[src/rtl/fila_pkg.sv]
// Shared types and helpers for the fila_param queue.
// Optional watermark output is enabled with FILA_WATERMARK_EN.
package fila_pkg;

  typedef enum logic [1:0] {
    S_EMPTY   = 2'd0,
    S_PARTIAL = 2'd1,
    S_FULL    = 2'd2
  } fila_state_t;

  typedef enum logic {
    MODE_FIFO = 1'b0,
    MODE_LIFO = 1'b1
  } fila_mode_t;

  // Pointer advance with explicit wrap so DEPTH need not be a power of two.
  function automatic logic [31:0] fila_ptr_inc(input logic [31:0] ptr, input logic [31:0] depth);
    logic [31:0] nxt;
    if (ptr == depth - 32'd1) begin
      nxt = 32'd0;
    end else begin
      nxt = ptr + 32'd1;
    end
    return nxt;
  endfunction

endpackage

[src/rtl/fila_param_if.sv]
// Bus bundle between producer/consumer logic and the fila_param queue.
// almost_full exists only when FILA_WATERMARK_EN is defined.
interface fila_param_if #(
  parameter int WIDTH = 8,
  parameter int DEPTH = 8
);
  localparam int LW = $clog2(DEPTH + 1);

  logic [WIDTH-1:0] data_in;
  logic             enqueue_in;
  logic             dequeue_in;
  logic             mode_lifo;
  logic             clear_err;
  logic [WIDTH-1:0] data_out;
  logic             data_valid;
  logic [LW-1:0]    len_out;
  logic             full;
  logic             empty;
  logic             overflow;
  logic             underflow;
`ifdef FILA_WATERMARK_EN
  logic             almost_full;
`endif

  modport master (
    output data_in, enqueue_in, dequeue_in, mode_lifo, clear_err,
`ifdef FILA_WATERMARK_EN
    input  almost_full,
`endif
    input  data_out, data_valid, len_out, full, empty, overflow, underflow
  );

  modport slave (
    input  data_in, enqueue_in, dequeue_in, mode_lifo, clear_err,
`ifdef FILA_WATERMARK_EN
    output almost_full,
`endif
    output data_out, data_valid, len_out, full, empty, overflow, underflow
  );

endinterface

[src/rtl/fila_param_edge_rise.sv]
// Rising-edge detector: one cycle pulse when d goes from 0 to 1.
module edge_rise (
  input  logic clock_10KHz,
  input  logic reset,
  input  logic d,
  output logic rise
);
  logic d_q_r;

  // Previous-cycle sample of the request line.
  always_ff @(posedge clock_10KHz or negedge reset) begin
    if (!reset) begin
      d_q_r <= 1'b0;
    end else begin
      d_q_r <= d;
    end
  end

  assign rise = d & ~d_q_r;
endmodule

[src/rtl/fila_param.sv]
// Parametrised FIFO/LIFO buffer with edge-triggered commands and sticky errors.
// Define FILA_WATERMARK_EN to add AF_LEVEL and the almost_full output.
module fila_param
  import fila_pkg::*;
#(
  parameter int WIDTH = 8,
  parameter int DEPTH = 8
`ifdef FILA_WATERMARK_EN
  , parameter int AF_LEVEL = DEPTH - 2
`endif
) (
  input  logic         clock_10KHz,
  input  logic         reset,
  fila_param_if.slave  bus
);
  localparam int PW = $clog2(DEPTH);
  localparam int LW = $clog2(DEPTH + 1);

  logic [WIDTH-1:0] mem_r [DEPTH];
  logic [WIDTH-1:0] data_out_r;
  logic             data_valid_r;
  logic [LW-1:0]    len_r;
  logic [PW-1:0]    head_r;
  logic [PW-1:0]    tail_r;
  fila_state_t      state_r;
  fila_mode_t       mode_r;
  logic             overflow_r;
  logic             underflow_r;

  logic             enq_s;
  logic             deq_s;
  logic             is_empty_s;
  logic             is_full_s;
  logic             lifo_s;
  logic             wr_en_s;
  logic [PW-1:0]    wr_idx_s;
  logic [PW-1:0]    rd_idx_s;
  logic [PW-1:0]    head_inc_s;
  logic [PW-1:0]    tail_inc_s;
  logic [LW-1:0]    len_nxt_s;

  edge_rise u_enq_edge (.clock_10KHz(clock_10KHz), .reset(reset), .d(bus.enqueue_in), .rise(enq_s));
  edge_rise u_deq_edge (.clock_10KHz(clock_10KHz), .reset(reset), .d(bus.dequeue_in), .rise(deq_s));

  // Operation decode: storage addressing, write enable and next element count.
  always_comb begin
    is_empty_s = (state_r == S_EMPTY);
    is_full_s  = (state_r == S_FULL);
    lifo_s     = (mode_r == MODE_LIFO);
    head_inc_s = PW'(fila_ptr_inc(32'(head_r), 32'(DEPTH)));
    tail_inc_s = PW'(fila_ptr_inc(32'(tail_r), 32'(DEPTH)));
    // The stack pointer is the element count itself.
    rd_idx_s   = lifo_s ? PW'(len_r - LW'(1)) : head_r;
    wr_idx_s   = lifo_s ? PW'(len_r) : tail_r;
    wr_en_s    = 1'b0;
    len_nxt_s  = len_r;
    if (enq_s && deq_s) begin
      wr_en_s = !is_empty_s && !lifo_s;
    end else if (enq_s) begin
      wr_en_s = !is_full_s;
      if (!is_full_s) begin
        len_nxt_s = len_r + LW'(1);
      end else begin
        len_nxt_s = len_r;
      end
    end else if (deq_s) begin
      if (!is_empty_s) begin
        len_nxt_s = len_r - LW'(1);
      end else begin
        len_nxt_s = len_r;
      end
    end else begin
      len_nxt_s = len_r;
    end
  end

  // Storage array; deliberately not reset.
  always_ff @(posedge clock_10KHz) begin
    if (wr_en_s) begin
      mem_r[wr_idx_s] <= bus.data_in;
    end
  end

  // Control FSM, pointers, output data and sticky error flags.
  always_ff @(posedge clock_10KHz or negedge reset) begin
    if (!reset) begin
      state_r      <= S_EMPTY;
      mode_r       <= MODE_FIFO;
      head_r       <= '0;
      tail_r       <= '0;
      len_r        <= '0;
      data_out_r   <= '0;
      data_valid_r <= 1'b0;
      overflow_r   <= 1'b0;
      underflow_r  <= 1'b0;
    end else begin
      data_valid_r <= 1'b0;
      len_r        <= len_nxt_s;
      overflow_r   <= (enq_s & ~deq_s & is_full_s) | (overflow_r & ~bus.clear_err);
      underflow_r  <= (deq_s & ~enq_s & is_empty_s) | (underflow_r & ~bus.clear_err);
      if (is_empty_s && !enq_s) begin
        mode_r <= fila_mode_t'(bus.mode_lifo);
      end else begin
        mode_r <= mode_r;
      end
      if (enq_s && deq_s) begin
        data_valid_r <= 1'b1;
        if (!is_empty_s && !lifo_s) begin
          data_out_r <= mem_r[head_r];
          head_r     <= head_inc_s;
          tail_r     <= tail_inc_s;
        end else begin
          data_out_r <= bus.data_in;
        end
      end else if (enq_s) begin
        if (!is_full_s && !lifo_s) begin
          tail_r <= tail_inc_s;
        end else begin
          tail_r <= tail_r;
        end
        case (state_r)
          S_EMPTY:   state_r <= S_PARTIAL;
          S_PARTIAL: state_r <= (len_r == LW'(DEPTH - 1)) ? S_FULL : S_PARTIAL;
          default:   state_r <= state_r;
        endcase
      end else if (deq_s) begin
        if (!is_empty_s) begin
          data_out_r   <= mem_r[rd_idx_s];
          data_valid_r <= 1'b1;
          if (!lifo_s) begin
            head_r <= head_inc_s;
          end else begin
            head_r <= head_r;
          end
        end else begin
          data_out_r <= data_out_r;
        end
        case (state_r)
          S_PARTIAL: state_r <= (len_r == LW'(1)) ? S_EMPTY : S_PARTIAL;
          S_FULL:    state_r <= S_PARTIAL;
          default:   state_r <= state_r;
        endcase
      end else begin
        state_r <= state_r;
      end
    end
  end

`ifdef FILA_WATERMARK_EN
  logic almost_full_r;

  // Watermark tracks the same next count that len_out loads.
  always_ff @(posedge clock_10KHz or negedge reset) begin
    if (!reset) begin
      almost_full_r <= 1'b0;
    end else begin
      almost_full_r <= (32'(len_nxt_s) >= $unsigned(AF_LEVEL));
    end
  end

  assign bus.almost_full = almost_full_r;
`endif

  assign bus.data_out   = data_out_r;
  assign bus.data_valid = data_valid_r;
  assign bus.len_out    = len_r;
  assign bus.full       = is_full_s;
  assign bus.empty      = is_empty_s;
  assign bus.overflow   = overflow_r;
  assign bus.underflow  = underflow_r;
endmodule

[src/flat_wrapper.sv]
// flat-port wrapper written by rule: the top's interface ports become plain ports
module fila_param_flat import fila_pkg::*;
#(
  parameter int WIDTH = 8,
  parameter int DEPTH = 8

)
  (clock_10KHz, reset, bus_data_in, bus_enqueue_in, bus_dequeue_in, bus_mode_lifo, bus_clear_err, bus_data_out, bus_data_valid, bus_len_out, bus_full, bus_empty, bus_overflow, bus_underflow);
  fila_param_if #(.WIDTH(WIDTH), .DEPTH(DEPTH)) bus_i ();
  input  logic clock_10KHz;
  input  logic reset;
  input wire logic [$bits(bus_i.data_in)-1:0] bus_data_in;
  input wire logic [$bits(bus_i.enqueue_in)-1:0] bus_enqueue_in;
  input wire logic [$bits(bus_i.dequeue_in)-1:0] bus_dequeue_in;
  input wire logic [$bits(bus_i.mode_lifo)-1:0] bus_mode_lifo;
  input wire logic [$bits(bus_i.clear_err)-1:0] bus_clear_err;
  output wire logic [$bits(bus_i.data_out)-1:0] bus_data_out;
  output wire logic [$bits(bus_i.data_valid)-1:0] bus_data_valid;
  output wire logic [$bits(bus_i.len_out)-1:0] bus_len_out;
  output wire logic [$bits(bus_i.full)-1:0] bus_full;
  output wire logic [$bits(bus_i.empty)-1:0] bus_empty;
  output wire logic [$bits(bus_i.overflow)-1:0] bus_overflow;
  output wire logic [$bits(bus_i.underflow)-1:0] bus_underflow;
  assign bus_i.data_in = bus_data_in;
  assign bus_i.enqueue_in = bus_enqueue_in;
  assign bus_i.dequeue_in = bus_dequeue_in;
  assign bus_i.mode_lifo = bus_mode_lifo;
  assign bus_i.clear_err = bus_clear_err;
  assign bus_data_out = bus_i.data_out;
  assign bus_data_valid = bus_i.data_valid;
  assign bus_len_out = bus_i.len_out;
  assign bus_full = bus_i.full;
  assign bus_empty = bus_i.empty;
  assign bus_overflow = bus_i.overflow;
  assign bus_underflow = bus_i.underflow;
  fila_param #(.WIDTH(WIDTH), .DEPTH(DEPTH)) u_core (.clock_10KHz(clock_10KHz), .reset(reset), .bus(bus_i));
endmodule
[config.mk]
export PLATFORM = sky130hd
export DESIGN_NAME = fila_param_flat
export DESIGN_NICKNAME = d
export VERILOG_FILES = /design/src/rtl/fila_pkg.sv /design/src/rtl/fila_param_if.sv /design/src/rtl/fila_param_edge_rise.sv /design/src/rtl/fila_param.sv /design/src/flat_wrapper.sv
export SDC_FILE = /design/constraint.sdc
export NUM_CORES = 1
export LEC_CHECK = 0
export ABC_CLOCK_PERIOD_IN_PS = 3100
export CORE_MARGIN = 8
export CORE_UTILIZATION = 60
export CTS_BUF_LIST = sky130_fd_sc_hd__clkbuf_8
export DETAILED_ROUTE_END_ITERATION = 10
export GPL_ROUTABILITY_DRIVEN = 0
export PLACE_DENSITY_LB_ADDON = 0.2
export RECOVER_POWER = 100
export SYNTH_ARGS = -nofsm -noshare
export SYNTH_HDL_FRONTEND = slang
export SYNTH_HIERARCHICAL = 1
export SYNTH_SLANG_ARGS = --single-unit
[constraint.sdc]
create_clock -name clock_10KHz -period 3.1 [get_ports clock_10KHz]
set_input_delay 0.93 -clock clock_10KHz [delete_from_list [all_inputs] [get_ports clock_10KHz]]
set_output_delay 0.93 -clock clock_10KHz [all_outputs]
set_load 0.03 [all_outputs]
# Word level (Yosys, flattened, before mapping)
# Memories as Yosys holds them, arrays and structs flattened.
# Cells that the tools add are included.
# op_classes
n_reduce_logical	19
bitwise_logic	16
muxes	37
n_eq_ne	13
addsub	4
# ops
op	n
two-way mux 3 bit	14
two-way mux 8 bit	5
two-way mux 4 bit	4
inequality test 2 bit, second input constant	5
two-way mux 1 bit	9
bitwise AND 1 bit	8
case mux 2 bit (2 select lines)	2
AND reduction 4 bit	2
nonzero test 2 bit	4
adder 3 x 1 -> 3 bit, second input constant	2
equality test 3 bit, second input constant	2
two-way mux 2 bit	3
inverter 1 bit	6
AND reduction 3 bit	2
AND reduction 5 bit	1
adder 4 x 1 -> 4 bit, second input constant	1
equality test 4 x 1 -> 1 bit, second input constant	1
equality test 4 x 3 -> 1 bit, second input constant	1
logical AND 1 bit	4
zero test 1 bit	4
subtractor 4 x 1 -> 4 bit, second input constant	1
inequality test 3 bit, second input constant	1
nonzero test 3 bit	1
equality test 2 x 1 -> 1 bit, second input constant	1
other kinds (4)	5
# word_totals
input_bits	14
ram_bits	64
regBits	26
elab_cells	101
memories	1
# mem_list
name	words	width	read_ports	rd_ports_with_merged_regs	wr	line_no	source
u_core.mem_r	8	8	2	0	1	fila_param.sv:19	logic [WIDTH-1:0] mem_r [DEPTH];

# Longest topological paths before layout
# logic_depth
depth_word	7
depth_mapped	10

# Hierarchy
# Netlist, hierarchy kept.
# modules_own_cells
mod	area_each_um2	instances	cells_each
fila_param	4870.9	1	430
edge_rise	38.8	2	2

# Least setup slack after synthesis
# Ideal clock, no wire load.
# synth_timing
kind	input to register
start	in bus_enqueue_in
end	mem u_core.mem_r[1][0], enable pin
path_buffers	2
setup_ns	0.370
t_arrival_ns	2.478
path_stages	7
slack_ns	0.252
path_cell_list	nor2b_4 ha_1 buf_4 o21a_1 buf_2 or3_1 nor2_1
# synth_between
elab_chain_len	5
# synth_rtl
item	line_no	source
start, declared	flat_wrapper.sv:13	input wire logic [$bits(bus_i.enqueue_in)-1:0] bus_enqueue_in;
bitwise AND 1 bit *	fila_param_edge_rise.sv:19	assign rise = d & ~d_q_r;
two-way mux 1 bit / logical AND 1 bit (equally long branches)	fila_param.sv:59, fila_param.sv:57	
two-way mux 1 bit *	fila_param.sv:57	if (enq_s && deq_s) begin
two-way mux 1 bit *	fila_param.sv:79	if (wr_en_s) begin
two-way mux 1 bit (not written as such) *	fila_param.sv:80	mem_r[wr_idx_s] <= bus.data_in;
end, declared	fila_param.sv:19	
# Every way passes the cells marked *; elsewhere a longest branch is shown, timed or not.

# Worst setup path after layout
# layout_timing
start	in bus_enqueue_in
end	reg u_core.data_out_r[3], in the netlist u_core/bus.data_out[3]
# layout_between
elab_chain_len	4
# layout_rtl
item	line_no	source
bitwise AND 1 bit *	fila_param_edge_rise.sv:19	
via u_core.enq_s	fila_param.sv:30	logic enq_s;
logical AND 1 bit	fila_param.sv:106	if (enq_s && deq_s) begin
inequality test 2 bit (no source line) / nonzero test 2 bit (equally long branches)	--	
AND reduction 3 bit (no source line)	--	
end signal, assigned	fila_param.sv:109	data_out_r <= mem_r[head_r];
end signal, assigned	fila_param.sv:113	data_out_r <= bus.data_in;
end signal, assigned	fila_param.sv:128	data_out_r <= mem_r[rd_idx_s];
end, declared	fila_param.sv:20	logic [WIDTH-1:0] data_out_r;
# Mark *: on every way through the listed nets, which the timed path passes. The rest lies on a longest branch.
# A chain may end at the register's enable or synchronous reset.

==> reports/qor.yml <==
status: "complete, but fails checks"
violations: "capacitance limit, slew limit"
relSlewSlack_pct: -3.47
htreeDepth: 3
antenna_cells: 0
r2r_cells: 7
antenna_found_initial: 0
regToRegSetupSlack_ps: 550
drv_slew: 27
die-area_sq_um: 11400
ys_seq_elements: 90
clk_latency_ps: 370
synth_edf_count: 64
min_path_type: "reg -> reg"
num_vias: 3990
rsz0062_at_grt: "no"
cp-start-kind: "input pin"
wirelength_um: 13700
yosysSeqAreaShare_pct: 52.0
grt_pass1_vias: 3800
multi_input_area_sq_um: 2160
cts-root-buf: "clkbuf_8"
hold_violations: 0
ctsHoldBuffers: 0
r2r-start: "u_core/bus.len_out[1]"
area_growth_pct: 13.0
post-place-ws_ps: -39.4
synth_nets: 459
pin_count: 31
firstDrtPassIters: 5
post-route-period-util_pct: 96.0
setup_viol: 0
max_freq_ghz: 0.336
end_kind: "flop"
initialDrtViolationCount: 464
hpwl_um: 9310
via_per_inst: 6.80
drc_errors: 0
grt_util_all_layers_pct: 24.7
skew_ps: 12.6
cts.repair.resized: 0
syn_area_sq_um: 4950
routedWlPerCell_um: 23.3
io_buffers: 30
rr_endpoint: "u_core/bus.data_out[6]"
cp_max_fo: 7
cts_made_buffers: 9
final.min_clock_period_ps: 2980
yosysWarningCount: 6
antenna_left: 0
clock_sinks: 90
cts.path.max_buffers: 2
seq_area_sq_um: 2570
grt_pass1_wl_um: 21400
syn_inst: 434
layout-drive-gt1-share_pct: 13.5
async_reset_ff_share_pct: 28.9
nets: 502
layout.cells.non_filler: 587
cp_data_arrival_time_ps: 3210
cts_tree: "done"
min_from: "u_core/bus.data_out[4]"
setup_ws_ps: 123
tightest_slew_ps: 1550
grt_max_degree: 42
required_ps: 3330
rows: 33
dieHeight_um: 107
timing.setup.tns_ps: 0
avgSynthCellArea_sq_um: 11.4
post-route-util_pct: 69.1
core_sq_um: 8090
min_to: "u_core/bus.data_out[4]"
leakage_nw: 1.99
die_w_um: 107
fillers: 644
clk_pin_slew_worst_paths_ps: 100
cts_setup_buffers: 0
synth_cell_type_count: 58
holdPathStages: 1
start_util_pct: 61.1
max-vdd-ir-drop_uv: 431
overflow: 0
powerDensity_nw_per_um2: 899
critPathKind: "in -> reg"
dpl.cell_count: 571
drv_cap: 1
ys.flop_type: "edfxtp_1"
==> cell usage after synthesis, drive strengths merged, types with 3 or more instances <==
master | n | area share, %
a2111oi | 4 | 0.83
a211oi | 4 | 0.71
a21o | 4 | 0.61
a21oi | 15 | 1.5
a22o | 5 | 0.88
a31oi | 7 | 0.88
and3 | 4 | 0.51
buf | 21 | 2.6
clkbuf | 6 | 0.46
dfrtp | 26 | 13
edfxtp | 64 | 39
ha | 11 | 2.8
inv | 12 | 0.91
mux2 | 11 | 2.5
mux4 | 10 | 4.6
nand2 | 10 | 0.76
nand2b | 5 | 0.63
nor2 | 47 | 3.6
nor2b | 31 | 4.5
nor3 | 4 | 0.40
nor4 | 3 | 0.38
o21a | 5 | 0.76
o21ai | 41 | 4.1
o221ai | 3 | 0.53
o22ai | 23 | 2.9
o31ai | 11 | 1.7
o32a | 6 | 1.2
or3 | 9 | 1.1
xnor2 | 3 | 0.53
xor2 | 3 | 0.53
==> area by class of cell <==
cell class | count | area share (%)
clock buffer | 9 | 2.21
clock inverter | 7 | 1.66
inverter | 12 | 0.805
multi-input combinational | 305 | 38.7
sequential | 90 | 46.0
tap | 105 | 2.35
timing repair buffer | 59 | 8.30
==> cells by family after synthesis <==
group                    Yosys count  synth area share [%]
adder cells (fa/ha/maj)           11                  2.78
XOR/XNOR                           6                  1.06
AO/OA/AOI/OAI                    145                  19.8
multiplexers                      23                  7.46
AND/OR/NAND/NOR                  120                  12.9
buffers and inverters             39                  3.99
flip-flops                        90                  52.0
==> flip-flops by register name, summed over array words and instances, names as in the netlist, 2 cells and up <==
register,count
u_core/mem_r,64
u_core/head_r,3
u_core/bus.len_out,4
u_core/bus.data_out,8
u_core/tail_r,3
u_core/state_r,2
==> report_power, final <==
part | switching, W | internal (W) | total (W) | leakage (nW)
clock | 0.000434 | 0.000453 | 0.000887 | 0.107
combinational | 0.00146 | 0.000965 | 0.00243 | 0.999
sequential | 0.000218 | 0.00150 | 0.00171 | 0.885
==> worst max-delay path: stages <==
cell           delay [ps]
dlygate4sd3_1         550
nor2b_1               160
ha_1                  240
clkbuf_2              190
o21bai_1              600
clkbuf_1              250
nand2b_1              100
o21ai_0                70
o21ai_0               110
==> stage by stage <==
step | hold WS [ps] | area (sq um) | total power, W
floorplan | 533 | 4950 | 0.00342
global placement | 502 | 5450 | 0.00412
detailed placement | 504 | 5450 | 0.00416
CTS | 529 | 5660 | 0.00505
global route | 529 | 5590 | 0.00529
finish | 521 | 5590 | 0.00503
==> routing by layer <==
metal / GRT usage, % / vias to the layer above / share of wire (%)
li1: - / 1756 / -
met1: 32.3 / 1919 / 40
met2: 37.7 / 266 / 45
met3: 6.90 / 49 / 12
met4: 10.4 / 0 / 3.7
met5: 0 / - / 0
==> how the worst max path moves through the flow <==
| stage | start | endpoint | slack [ps] | cells after the start |
|---|---|---|---|---|
| after floorplan | bus_enqueue_in | u_core/mem_r[1][0] | 250 | 7 |
| after global placement | bus_dequeue_in | u_core/mem_r[7][1] | 50 | 8 |
| after detailed placement | bus_dequeue_in | u_core/mem_r[7][2] | -40 | 8 |
| after CTS | u_core/state_r[1] | bus_full | 260 | 2 |
| after global routing | bus_enqueue_in | u_core/mem_r[5][7] | 90 | 8 |
| final | bus_enqueue_in | u_core/bus.data_out[3] | 120 | 9 |
==> layout by cell type, fill, tap and decap left out, types with 11 or more instances in the layout <==
| cell type | instances |
|---|---|
| dfrtp_1 | 26 |
| nor2_1 | 46 |
| o31ai_1 | 11 |
| edfxtp_1 | 64 |
| nor2b_1 | 27 |
| buf_4 | 12 |
| ha_1 | 11 |
| inv_1 | 13 |
| o21ai_0 | 39 |
| a21oi_1 | 15 |
| dlygate4sd3_1 | 28 |
| o22ai_1 | 23 |
No activity file was read; power rests on OpenSTA's default activity.
==> variant: new RTL, same settings <==
`DEPTH` is set to 8 in 3 places; all go to 16.
--- a/src/rtl/fila_param_if.sv
+++ b/src/rtl/fila_param_if.sv
@@ -2,7 +2,7 @@
 // almost_full exists only when FILA_WATERMARK_EN is defined.
 interface fila_param_if #(
   parameter int WIDTH = 8,
-  parameter int DEPTH = 8
+  parameter int DEPTH = 16
 );
   localparam int LW = $clog2(DEPTH + 1);
 
--- a/src/rtl/fila_param.sv
+++ b/src/rtl/fila_param.sv
@@ -4,7 +4,7 @@
   import fila_pkg::*;
 #(
   parameter int WIDTH = 8,
-  parameter int DEPTH = 8
+  parameter int DEPTH = 16
 `ifdef FILA_WATERMARK_EN
   , parameter int AF_LEVEL = DEPTH - 2
 `endif
--- a/src/flat_wrapper.sv
+++ b/src/flat_wrapper.sv
@@ -2,7 +2,7 @@
 module fila_param_flat import fila_pkg::*;
 #(
   parameter int WIDTH = 8,
-  parameter int DEPTH = 8
+  parameter int DEPTH = 16
 
 )
   (clock_10KHz, reset, bus_data_in, bus_enqueue_in, bus_dequeue_in, bus_mode_lifo, bus_clear_err, bus_data_out, bus_data_valid, bus_len_out, bus_full, bus_empty, bus_overflow, bus_underflow);
Ports: changed (resized bus_len_out); port bits go from 31 to 32. The function was not compared with the original's and may differ.
==> variant against the unedited design <==
  * Cell count rose by 56%
  * Worst setup slack better by 0.82 ps
  * First-iteration DRC count is 95% higher
  * Die area increased by 56%
  * Sequential cell count increased by 67
  * Wire length up 70%
  * Power is 66% higher
  * Non-clock buffer count grew 32
  * Register-to-register slack got worse by 420 ps
  * Final area grew 67%
  * The flow still finishes with violations (max-capacitance violations, max-slew violations)
  * Sequential share of layout area rose by 3.0 points
  * Critical path type is now flip-flop to output port
  * Count of clock-buffer cells in the layout rose by 8
  * Area after synthesis is 67% higher
  * Fmax barely moved
==> variant: results (changes against the unedited design) <==
[outcome]
status=finished, violations left
violations=max-capacitance violations, max-slew violations

[route]
wire_per_inst_um=25.5  ; +9.5%
first_pass_iters=8  ; +3
via_count=6392  ; +60%

[layout]
final-clk-cell-share_pct=4.58  ; +0.71 points
nets=744  ; +48%
num-nonclk-inverters=15  ; +3
largest_reg_flops=128  ; +100%
fin_cells=913  ; +56%
signal_buffers=91  ; +54%
seq_area_share_pct=49.0  ; +3.0 points
fillers=984  ; +53%
layout-drive-gt1-share_pct=17.1  ; +3.6 points
nMultiInputCombCells=438  ; +44%
stdcell_area_um2=9340  ; +67%
multi_input_area_share_pct=36.1  ; -2.6 points

[grt]
grt_max_degree=48  ; +14%
grt_first_pass_wirelength_um=36000  ; +69%
grt_usage_pct=26.7  ; +2.0 points
first_global_vias=6340  ; +67%

[clock_network]
numCtsBuffers=17  ; +8
clk_latency_ps=470  ; +100 ps
htreeDepth=4  ; +1

[synth]
synthCells=654  ; +51%
synth.distinct_cells=65  ; +12%
synth_mux_area_share_pct=14.2  ; +6.7 points
synth-adder-area-share_pct=1.51  ; -1.3 points
synth_xor_area_share_pct=0.953  ; -0.11 points
synth_edf_count=128  ; +100%
synth_nets=678  ; +48%
synth-compound-area-share_pct=12.2  ; -7.6 points
synthTopCellsByArea=edfxtp_1 (46%), dfrtp_1 (8.8%), mux4_2 (8.7%)
ys_seq_area_share_pct=55.2  ; +3.3 points
synthArstFlopShare_pct=18.5  ; -10 points

[setup_path]
crit_path_top_delay_cell=dlygate4sd3_1
reg2regPathDepth=8  ; +1
max_stage_delay_ps=740  ; +140 ps
arrival_ps=2050  ; -1160 ps
cp_max_fo=10  ; +3

[placement]
dp_hpwl_um=16100  ; +73%
dp.cells=881  ; +54%
preCtsSetupSlack_ps=15.9  ; +55.3 ps
portBuffers=31  ; +3.3%
placement.cell_area_um2=9030  ; +66%

[power]
leakage_nw=3.25  ; +63%
ir_worst_vdd_v=0.000490  ; +14%

[sta]
relSlewSlack_pct=-20.5  ; -17 points
final.setup_skew_ps=15.3  ; +2.76 ps
slew_violations=30  ; +11%

[die]
die_w_um=133  ; +25%

[run]
drv_cap=1  ; unchanged

[hold_path]
min_path_cells=2  ; +1

## variant: worst max-delay path, delay by kind of cell, from the launching register on
| kind | cells | cell delay (ps) |
|---|---|---|
| buf+inv | 2 | 890 |
| flops | 1 | 530 |
| simple gates | 1 | 180 |
## variant: final timing paths
check,startpoint,end,slack [ps]
max in group asynchronous,reset,u_core/head_r[1],440
worst max register to register,u_core/bus.len_out[1],u_core/bus.data_out[2],130
worst max-delay path,u_core/state_r[1],bus_full,120
worst min-delay path,u_core/bus.underflow,u_core/bus.underflow,530
min in group asynchronous,reset,u_core/tail_r[3],1480
worst min register to register,u_core/bus.underflow,u_core/bus.underflow,530
## variant: per-layer routing
metal	global-route usage, %	routed length [µm]	share of wire, %	up-vias
met5	0	0	0	-
met4	16.5	1130	4.9	0
met3	6.59	2740	12	120
met2	40.7	10900	47	478
met1	33.8	8510	37	3113
li1	-	-	-	2681
## variant: power by group
group	switching, W	internal [W]
Sequential	0.000284	0.00250
Clock	0.000865	0.000761
Combinational	0.00236	0.00160
Total	0.00351	0.00486
